`src/rtl/dot_matrix_scan_ctrl.sv`:
```
// Double-buffered row-scan controller for a ROWS x COLS LED dot matrix.
// Optional column blanking at row start is enabled by defining GHOST_BLANK_EN.
module dot_matrix_scan_ctrl #(
  parameter int ROWS           = 8,
  parameter int COLS           = 8,
  parameter int DIV            = 25000,
  parameter bit ROW_ACTIVE_LOW = 1'b1,
  parameter int BLANK          = 4
) (
  input  logic                    clk,
  input  logic                    reset,
  input  logic                    wr_en,
  input  logic [$clog2(ROWS)-1:0] wr_row,
  input  logic [COLS-1:0]         wr_data,
  input  logic                    swap_req,
  output logic                    swap_ack,
  output logic [ROWS-1:0]         dot_row,
  output logic [COLS-1:0]         dot_col,
  output logic [$clog2(ROWS)-1:0] row_idx,
  output logic                    frame_start
);

  localparam int RW = $clog2(ROWS);
  localparam int CW = $clog2(DIV);

  if (ROWS < 2 || COLS < 1 || DIV < 2 || BLANK >= DIV) begin : g_bad_params
    $error("dot_matrix_scan_ctrl: illegal parameter combination");
  end

  logic [CW-1:0]   cnt;
  logic            tick;
  logic [COLS-1:0] bank [2][ROWS];
  logic            front_sel;
  logic [RW-1:0]   row_q;
  logic [ROWS-1:0] row_pat_q;
  logic [COLS-1:0] col_q;
  logic            fs_q;
  logic            ack_q;

  logic            wrap;
  logic            do_swap;
  logic            next_sel;
  logic            wr_ok;
  logic [RW-1:0]   next_row;
  logic [COLS-1:0] next_col;
  logic [ROWS-1:0] onehot;

  assign tick = (cnt == CW'(DIV - 1));

  always_comb begin
    wrap     = (row_q == RW'(ROWS - 1));
    next_row = wrap ? '0 : row_q + RW'(1);
    do_swap  = tick && wrap && swap_req;
    next_sel = front_sel ^ do_swap;
    wr_ok    = wr_en && ({1'b0, wr_row} < (RW + 1)'(ROWS));
    next_col = bank[next_sel][next_row];
    // A write on the swap edge targets the buffer that is becoming front,
    // so forward it when it hits the row being loaded right now.
    if (do_swap && wr_ok && (wr_row == next_row))
      next_col = wr_data;
    onehot   = {1'b1, {(ROWS - 1){1'b0}}} >> next_row;
  end

  always_ff @(posedge clk or negedge reset) begin
    if (!reset) begin
      cnt <= '0;
    end else if (tick) begin
      cnt <= '0;
    end else begin
      cnt <= cnt + CW'(1);
    end
  end

  always_ff @(posedge clk or negedge reset) begin
    if (!reset) begin
      for (int unsigned r = 0; r < ROWS; r++) begin
        bank[0][r] <= '0;
        bank[1][r] <= '0;
      end
    end else if (wr_ok) begin
      bank[~front_sel][wr_row] <= wr_data;
    end
  end

  always_ff @(posedge clk or negedge reset) begin
    if (!reset) begin
      front_sel <= 1'b0;
      row_q     <= RW'(ROWS - 1);
      row_pat_q <= {ROWS{ROW_ACTIVE_LOW}};
      col_q     <= '0;
      fs_q      <= 1'b0;
      ack_q     <= 1'b0;
    end else begin
      fs_q  <= 1'b0;
      ack_q <= 1'b0;
      if (tick) begin
        front_sel <= next_sel;
        row_q     <= next_row;
        row_pat_q <= onehot ^ {ROWS{ROW_ACTIVE_LOW}};
        col_q     <= next_col;
        fs_q      <= wrap;
        ack_q     <= do_swap;
      end
    end
  end

  assign dot_row     = row_pat_q;
  assign row_idx     = row_q;
  assign frame_start = fs_q;
  assign swap_ack    = ack_q;

`ifdef GHOST_BLANK_EN
  // cnt restarts at 0 in the cycle the new strobe appears.
  assign dot_col = (cnt < CW'(BLANK)) ? '0 : col_q;
`else
  assign dot_col = col_q;
`endif

endmodule

```
`config.mk`:
```
export PLATFORM = sky130hd
export DESIGN_NAME = dot_matrix_scan_ctrl
export DESIGN_NICKNAME = d
export VERILOG_FILES = /design/src/rtl/dot_matrix_scan_ctrl.sv
export SDC_FILE = /design/constraint.sdc
export NUM_CORES = 1
export LEC_CHECK = 0
export CAP_MARGIN = 20
export CORE_MARGIN = 3
export CORE_UTILIZATION = 60
export CTS_CLUSTER_SIZE = 40
export DETAILED_ROUTE_END_ITERATION = 6
export GPL_TIMING_DRIVEN = 0
export PLACE_DENSITY = 0.83
export SKIP_CTS_REPAIR_TIMING = 1
export SLEW_MARGIN = 0
export SYNTH_ARGS = -nofsm -noshare
export SYNTH_HDL_FRONTEND = slang
export SYNTH_SLANG_ARGS = --single-unit
export TNS_END_PERCENT = 10
```
`constraint.sdc`:
```
create_clock -name clk -period 3 [get_ports clk]
set_clock_uncertainty 0.1 [all_clocks]
set_input_delay 0.45 -clock clk [delete_from_list [all_inputs] [get_ports clk]]
set_output_delay 0.45 -clock clk [all_outputs]
set_load 0.005 [all_outputs]
```
# ---- Yosys cells after proc, flatten, opt, wreduce, memory -nomap -nowiden
# Cells that the tools add are included.
dict set report classes {
  addsub 2
  mul 0
  div 0
  n_lt_le_gt_ge 6
  eq_ne 3
  shifts 1
  mux 16
  bitwise_logic 7
  reduce_logical 6
}
# operator count
set op_table {}
lappend op_table {{64-bit two-way mux} 4}
lappend op_table {{128-bit bitwise mux} 1}
lappend op_table {{64-bit demux with 1-bit select} 1}
lappend op_table {{8-bit two-way mux} 4}
lappend op_table {{8-bit binary-select mux with 3-bit select} 1}
lappend op_table {{8-bit demux with 3-bit select} 1}
lappend op_table {{15-bit by 1-bit adder with 15-bit output, second input constant} 1}
lappend op_table {{15-bit equality test, second input constant} 1}
lappend op_table {{15-bit two-way mux} 1}
lappend op_table {{4-bit greater-or-equal comparator, second input constant} 2}
lappend op_table {{3-bit NOT with 4-bit output} 2}
lappend op_table {{8-bit NOT} 1}
lappend op_table {{8-bit by 3-bit >> shifter with 8-bit output, first input constant} 1}
lappend op_table {{1-bit logical AND} 6}
lappend op_table {{2-bit greater-or-equal comparator, second input constant} 2}
lappend op_table {{4-bit by 1-bit less-than comparator with 1-bit output, second input constant} 1}
lappend op_table {{1-bit NOT with 2-bit output} 2}
lappend op_table {{3-bit by 1-bit adder with 3-bit output, second input constant} 1}
lappend op_table {{3-bit equality test} 1}
lappend op_table {{3-bit equality test, second input constant} 1}
lappend op_table {{3-bit two-way mux} 1}
lappend op_table {{2-bit by 1-bit less-than comparator with 1-bit output, second input constant} 1}
lappend op_table {{1-bit two-way mux} 2}
lappend op_table {{1-bit NOT} 1}
lappend op_table {{1-bit XOR} 1}
dict set report totals {
  reg_bits 165
  latch_bits 0
  ram_bits 0
  romBits 0
  inputBits 15
  out_inout_bits 21
  n_memories 0
}

# ---- Longest topological paths before layout
# Gate-level depths: netlist of run 1.
dict set report depth {
  depth_word 12
  depth_mapped 10
  depth_no_buf 8
}

# ---- Worst setup path before layout of run 1
# Ideal clock, no wire load.
dict set report synth_path {
  path_kind {flip-flop to flip-flop}
  start {register row_q[0] (netlist: row_idx[0])}
  end {register col_q[0] (netlist: dot_col[0])}
  arrival_ns 2.158
  slack_ns 0.604
  stages_incl_launch_ff 10
  period_less_slack_ns 2.396
  cell_sequence {dfstp_2 ha_1 ha_1 clkbuf_1 nand2_1 nor3_1 nand3_1 and3_1 a211oi_1 o211ai_1}
}
dict set report synth_between {
  elab_chain_cells 12
  word_cells_on_any_way 18
}
# element line_no
set synth_rtl {}
lappend synth_rtl {{start, declared} 34} ;# logic [RW-1:0] row_q;
lappend synth_rtl {{start signal, assigned} 88} ;# row_q <= RW'(ROWS - 1);
lappend synth_rtl {{start signal, assigned} 98} ;# row_q <= next_row;
lappend synth_rtl {{3-bit equality test} 51} ;# wrap = (row_q == RW'(ROWS - 1));
lappend synth_rtl {{1-bit logical AND (2 in series)} 53} ;# do_swap = tick && wrap && swap_req;
lappend synth_rtl {{1-bit XOR} 54} ;# next_sel = front_sel ^ do_swap;
lappend synth_rtl {{1-bit NOT with 2-bit output (implied by the code)} 56} ;# next_col = bank[next_sel][next_row];
lappend synth_rtl {{64-bit two-way mux (implied by the code) (3 in series)} 56}
lappend synth_rtl {{8-bit binary-select mux with 3-bit select} 56}
lappend synth_rtl {{8-bit two-way mux (implied by the code) (2 in series)} 56}
lappend synth_rtl {{8-bit two-way mux (*)} 59} ;# if (do_swap && wr_ok && (wr_row == next_row))
lappend synth_rtl {{end signal, assigned} 100} ;# col_q <= next_col;
lappend synth_rtl {{end, declared} 36} ;# logic [COLS-1:0] col_q;
# Every way passes the cells marked *; elsewhere a longest branch is shown, timed or not. The select of a mux whose other input is x is not followed.
# A chain may end at the register's enable or synchronous reset.

# ---- Worst setup path in the final report of run 1
dict set report layout_path {
  start {register row_q[0] (netlist: row_idx[0])}
  end {register col_q[2] (netlist: dot_col[2])}
}
# The elaborated chain is that of the path after synthesis.

==> results_dict.tcl, run 1 <==
set metrics [dict create \
    status "completed" \
    cts_sinks 165 \
    cts_buffers 17 \
    nets 750 \
    synthFlopType "dfrtp_1" \
    path_max_fanout 10 \
    met2_length_um 9370 \
    port_buffers 33 \
    cp_data_required_time_ns 3.19 \
    synth_edf_count 0 \
    avgRoutedWirePerCell_um 21.4 \
    setup_viol 0 \
    layout_common_cells "mux2_2, dfrtp_1, nand2_1" \
    synth_area_um2 7850 \
    grt_pass1_vias 6004 \
    viasPerCell 6.30 \
    drv_cap 0 \
    crit_type "flip-flop to flip-flop" \
    rsz0062_at_grt "false" \
    async_flop_share_pct 100 \
    muxShareOfSynthArea_pct 23.6 \
    final_common_cell "mux2_2" \
    worst-slew-pin-transition_ns 1.02 \
    start_kind "flip-flop" \
    highest_layer "met4" \
    wl_met3_um 1200 \
    synth_seq_cells 165 \
    vias 5770 \
    drive_gt1_share_pct 29.2 \
    grt_max_degree 102 \
    period_share_pct 95.8 \
    stdcell_count 916 \
    ys_warn_count 0 \
    antenna_found_initial 0 \
    multi_input_area_um2 3520 \
    antenna_cells 0 \
    die_area_um2 14500 \
    ys_types 47 \
    insertion_delay_ns 0.43 \
    cts_tree "built" \
    drtPass1Iterations 5 \
    synth_compound_area_share_pct 9.72 \
    p_per_area_nw_per_um2 559 \
    initial_core_util_pct 61.7 \
    clockBufferDepth 2 \
    fp.dieW_um 120 \
    synthAdderAreaFrac_pct 0.478 \
    yosys.area_share.xor_xnor_pct 1.69 \
    syn-num-nets 694 \
    seqCellArea_um2 4140 \
    crit_path_end_kind "flip-flop" \
    wl_um 19600 \
    layout_setup_ws_ns 0.127 \
    yosysSeqAreaShare_pct 52.8 \
    final_max_slew_viol_count 0 \
    p_leak_nw 3.90 \
    cts_root_buffer "clkbuf_16" \
    place_ws_ns -0.196 \
    gp_congestion 0.913 \
    power_mw 5.05 \
    timing_hold_violations_final 0 \
    synth_area_per_cell_um2 11.6 \
    die_y_um 120 \
    synth_top_family_by_area "multiplexers" \
    max_freq_mhz 348 \
    vdd_ir_drop_max_mv 0.401 \
    boundaryPins 36 \
    grt_pass1_wl_um 31600 \
    gr-total-overflow 0 \
    fin_crit_ns 2.87 \
    grtUsageTotal_pct 28.5 \
    dp_hpwl_um 13100 \
    critPathArrivalTime_ns 3.06 \
    final_antenna_net_count 0 \
    fp.coreArea_um2 12700 \
    fp-row-count 41 \
    hold_path_class "flip-flop to flip-flop" \
    htreeDepth 4 \
    dpl.cell_count 884 \
    met1Wirelength_um 8150 \
    relSlewSlack_pct 31.5 \
    netlist_instances 676 \
    drc 0 \
    drt-initial-drc-count 480 \
    n_fill_cell 910 \
    clk_pin_slew_ns 0.06 \
    synthSimpleGateAreaFrac_pct 9.27 \
    area_growth_pct 15.0 \
]
## path summary, 6_finish.rpt
check	cells past startpoint	end	from	slack [ns]
min	2	dot_row[2]	dot_row[2]	0.35
min reg2reg	2	dot_row[2]	dot_row[2]	0.35
max reg2reg	8	dot_col[2]	row_idx[0]	0.13
min in group asynchronous	2	bank[7]	reset	0.48
max	8	dot_col[2]	row_idx[0]	0.13
max in group asynchronous	3	bank[90]	reset	1.43
## registers in the layout, summed over array words and instances (netlist names)
name         cells
bank           128
cnt             15
dot_col          8
dot_row          8
frame_start      1
front_sel        1
row_idx          3
swap_ack         1
## area by class of cell
cell class / instances / share of cell area (%)
Sequential cell: 165 / 45.9
Multi-Input combinational cell: 461 / 39.0
Inverter: 3 / 0.125
Buffer: 46 / 2.08
Timing Repair Buffer: 38 / 4.31
Clock buffer: 19 / 4.79
Tap cell: 172 / 2.38
Clock inverter: 12 / 1.47
## kinds of logic (layout without fill, tap and decap cells)
logic type / count (synthesis) / in the layout
muxes: 166 / 166
DFF: 165 / 165
and+or+nand+nor: 150 / 150
AOI/OAI and AO/OA: 129 / 129
buffers and inverters: 50 / 118
xor gates and xnor gates: 13 / 13
adders and majority gates: 3 / 3
## cells in the mapped netlist, types with 2 or more instances
cell | count | area, um2
nand3b_1 | 4 | 30.0
ha_1 | 3 | 37.5
a32oi_1 | 12 | 105
o22ai_1 | 2 | 12.5
o211ai_1 | 2 | 15.0
a211oi_1 | 4 | 30.0
nor3b_1 | 3 | 22.5
or3_1 | 2 | 12.5
nor2b_1 | 4 | 25.0
dfstp_2 | 11 | 289
o221ai_1 | 2 | 17.5
a311oi_1 | 2 | 17.5
o31ai_1 | 4 | 30.0
a31oi_1 | 5 | 31.3
nand3_1 | 13 | 65.1
and3_1 | 5 | 31.3
nor3_1 | 5 | 25.0
inv_1 | 2 | 7.51
buf_1 | 7 | 26.3
o21ai_0 | 43 | 215
xor2_1 | 6 | 52.6
a21oi_1 | 44 | 220
buf_2 | 2 | 10.0
mux2_2 | 156 | 1760
a22oi_1 | 8 | 60.1
mux2i_1 | 10 | 100
nand4_1 | 4 | 25.0
nor2_1 | 28 | 105
nand2_1 | 67 | 251
dfrtp_1 | 154 | 3850
and2_1 | 3 | 18.8
xnor2_1 | 6 | 52.6
clkbuf_1 | 38 | 143
nor4_1 | 2 | 12.5
## per-stage QoR
step           utilization [%]  TNS [ns]  cell area [um2]  hold WS, ns
6_report                  71.0         0             9030        0.349
2_1_floorplan                -         0             7850       0.0544
3_3_place_gp              66.0   -784.11             8400        0.346
5_1_grt                   71.0         0             9030        0.368
3_5_place_dp              66.3     -1.05             8440        0.348
4_1_cts                   70.8     -1.35             9000      -0.0710
## routing by layer
layer / vias up / GRT usage (%)
met2: 249 / 46.0
met5: - / 0
li1: 2561 / -
met3: 65 / 5.43
met4: 0 / 14.9
met1: 2895 / 36.7
## where the power goes
| part | total (mW) | internal [mW] | switching, mW | leakage (nW) |
|---|---|---|---|---|
| Clock | 2.10 | 1.22 | 0.880 | 0.269 |
| Sequential | 2.52 | 2.42 | 0.105 | 2.12 |
| Combinational | 0.424 | 0.221 | 0.203 | 1.50 |
| Total | 5.05 | 3.86 | 1.19 | 3.90 |
## critical path, stage by stage, from the launching register on
cell and delay [ns]:
dfstp_2 0.59, ha_1 0.15, clkbuf_1 0.22, clkbuf_2 0.40
mux2_2 0.40, o21ai_0 0.38, a32oi_1 0.20, mux2i_1 0.18
o21ai_0 0.10
Note: power is estimated with default switching activity, not from simulation.
==> run 2: changes to the inputs <==
--- a/config.mk
+++ b/config.mk
@@ -13,7 +13,7 @@
 export GPL_TIMING_DRIVEN = 0
 export PLACE_DENSITY = 0.83
 export SKIP_CTS_REPAIR_TIMING = 1
-export SLEW_MARGIN = 0
+export SLEW_MARGIN = 25
 export SYNTH_ARGS = -nofsm -noshare
 export SYNTH_HDL_FRONTEND = slang
 export SYNTH_SLANG_ARGS = --single-unit
==> run 2 against run 1 <==
Non-clock buffer count fell by 3. Global-route usage down 0.50 points. Die area is the same. Largest cell class unchanged. Critical path type unchanged.
==> results_dict.tcl, run 2 (synthesis results as in run 1) <==
set metrics [dict create \
    status "completed" \
    viasPerCell 6.27 \
    final_common_cell "mux2_2" \
    cp_data_required_time_ns 3.18 \
    dp_hpwl_um 13000 \
    rsz0062_at_grt "false" \
    final_max_slew_viol_count 0 \
    drtPass1Iterations 5 \
    fp.dieW_um 120 \
    p_per_area_nw_per_um2 585 \
    r2r_slack_ns 0.15 \
    layout_common_cells "mux2_2, dfrtp_1, nand2_1" \
    timing_hold_violations_final 0 \
    port_buffers 33 \
    crit_type "flip-flop to flip-flop" \
    max_freq_mhz 351 \
    r2r_end "dot_col[2]" \
    setup_viol 0 \
    fin_crit_ns 2.85 \
    reg2reg_from "row_idx[0]" \
    htreeDepth 4 \
    largest_register_ffs 128 \
    antenna_cells 0 \
    crit_path_end_kind "flip-flop" \
    crit_end "dot_col[2]" \
    gr-total-overflow 0 \
    fin_area_um2 9120 \
    n_fill_cell 909 \
    reg2reg_depth 8 \
    crit_start "row_idx[0]" \
    period_share_pct 94.9 \
    worst-slew-pin-transition_ns 1.03 \
    area_growth_pct 16.1 \
    antenna_found_initial 0 \
    power_mw 5.33 \
    clockBufferDepth 2 \
    top_register "bank" \
    gp_congestion 0.913 \
    wl_um 19200 \
    insertion_delay_ns 0.43 \
    post-route-util_pct 71.7 \
    path_max_fanout 10 \
    drv_cap 0 \
    die_area_um2 14500 \
    grt_max_degree 102 \
    drt-initial-drc-count 485 \
    grtUsageTotal_pct 28.0 \
    nets 747 \
    cts_sinks 165 \
    relSlewSlack_pct 31.4 \
    final_antenna_net_count 0 \
    reg.largest.list "bank: 128 flops, cnt: 15 flops" \
    drive_gt1_share_pct 29.6 \
    vdd_ir_drop_max_mv 0.413 \
    die_y_um 120 \
    grt_pass1_wl_um 31200 \
    avgRoutedWirePerCell_um 21.0 \
    hold_ws_ns 0.351 \
    p_leak_nw 3.94 \
    initial_core_util_pct 61.7 \
    fp-row-count 41 \
    boundaryPins 36 \
    cts_root_buffer "clkbuf_16" \
    clk_pin_slew_ns 0.07 \
    dpl_cell_area_um2 8450 \
    cts_tree "built" \
    start_kind "flip-flop" \
    vias 5724 \
    grt_pass1_vias 6020 \
    drc 0 \
    fp.coreArea_um2 12700 \
    cts_buffers 17 \
    hold_path_class "flip-flop to flip-flop" \
    critPathArrivalTime_ns 3.03 \
]
==> run 2: metal layers <==
metal	track usage, %	vias up	share of wire (%)
li1	-	2547	-
met1	36.4	2874	41
met2	45.1	249	49
met3	5.14	54	6.0
met4	14.3	0	4.0
met5	0	-	0
==> run 2: final cells by class <==
cell class / instances / area, um2 / share of cell area (%)
multi-input combinational: 461 / 3540 / 38.8
buffer: 46 / 190 / 2.09
sequential: 165 / 4140 / 45.4
clock inverter: 12 / 203 / 2.22
timing repair buffer: 35 / 373 / 4.09
inverter: 3 / 11.3 / 0.124
clock buffer: 19 / 443 / 4.86
tap: 172 / 215 / 2.36
==> run 2: worst min-delay path by stage <==
stage / from / end / slack (ns) / depth (start not counted)
finish: dot_row[2] / dot_row[2] / 0.35 / 2
global placement: dot_row[2] / dot_row[2] / 0.35 / 2
global route: dot_row[7] / dot_row[7] / 0.38 / 2
detailed placement: reset / bank[80] / 0.32 / 1
CTS: reset / bank[80] / -0.13 / 1
floorplan: reset / bank[0] / 0.05 / 0
==> run 2: report_power, final <==
group | internal [mW] | switching (mW) | total [mW]
Sequential | 2.42 | 0.104 | 2.52
Combinational | 0.221 | 0.198 | 0.419
Clock | 1.50 | 0.891 | 2.39
==> run 2: stage by stage <==
| step | worst slack [ns] | std cells | TNS (ns) |
|---|---|---|---|
| after detailed placement | -0.206 | 882 | -1.09 |
| after global placement | -4.89 | 881 | -784.11 |
| after global routing | 0.0172 | 913 | 0 |
| final | 0.152 | 913 | 0 |
| after floorplan | 0.604 | 676 | 0 |
| after CTS | -0.326 | 913 | -1.54 |
==> run 2: critical path, stage by stage, from the launching register on <==
cell and delay [ns]:
dfstp_2 0.61, ha_1 0.15, clkbuf_1 0.22, clkbuf_2 0.40
mux2_2 0.40, o21ai_0 0.33, a32oi_1 0.19, mux2i_1 0.20
o21ai_0 0.11
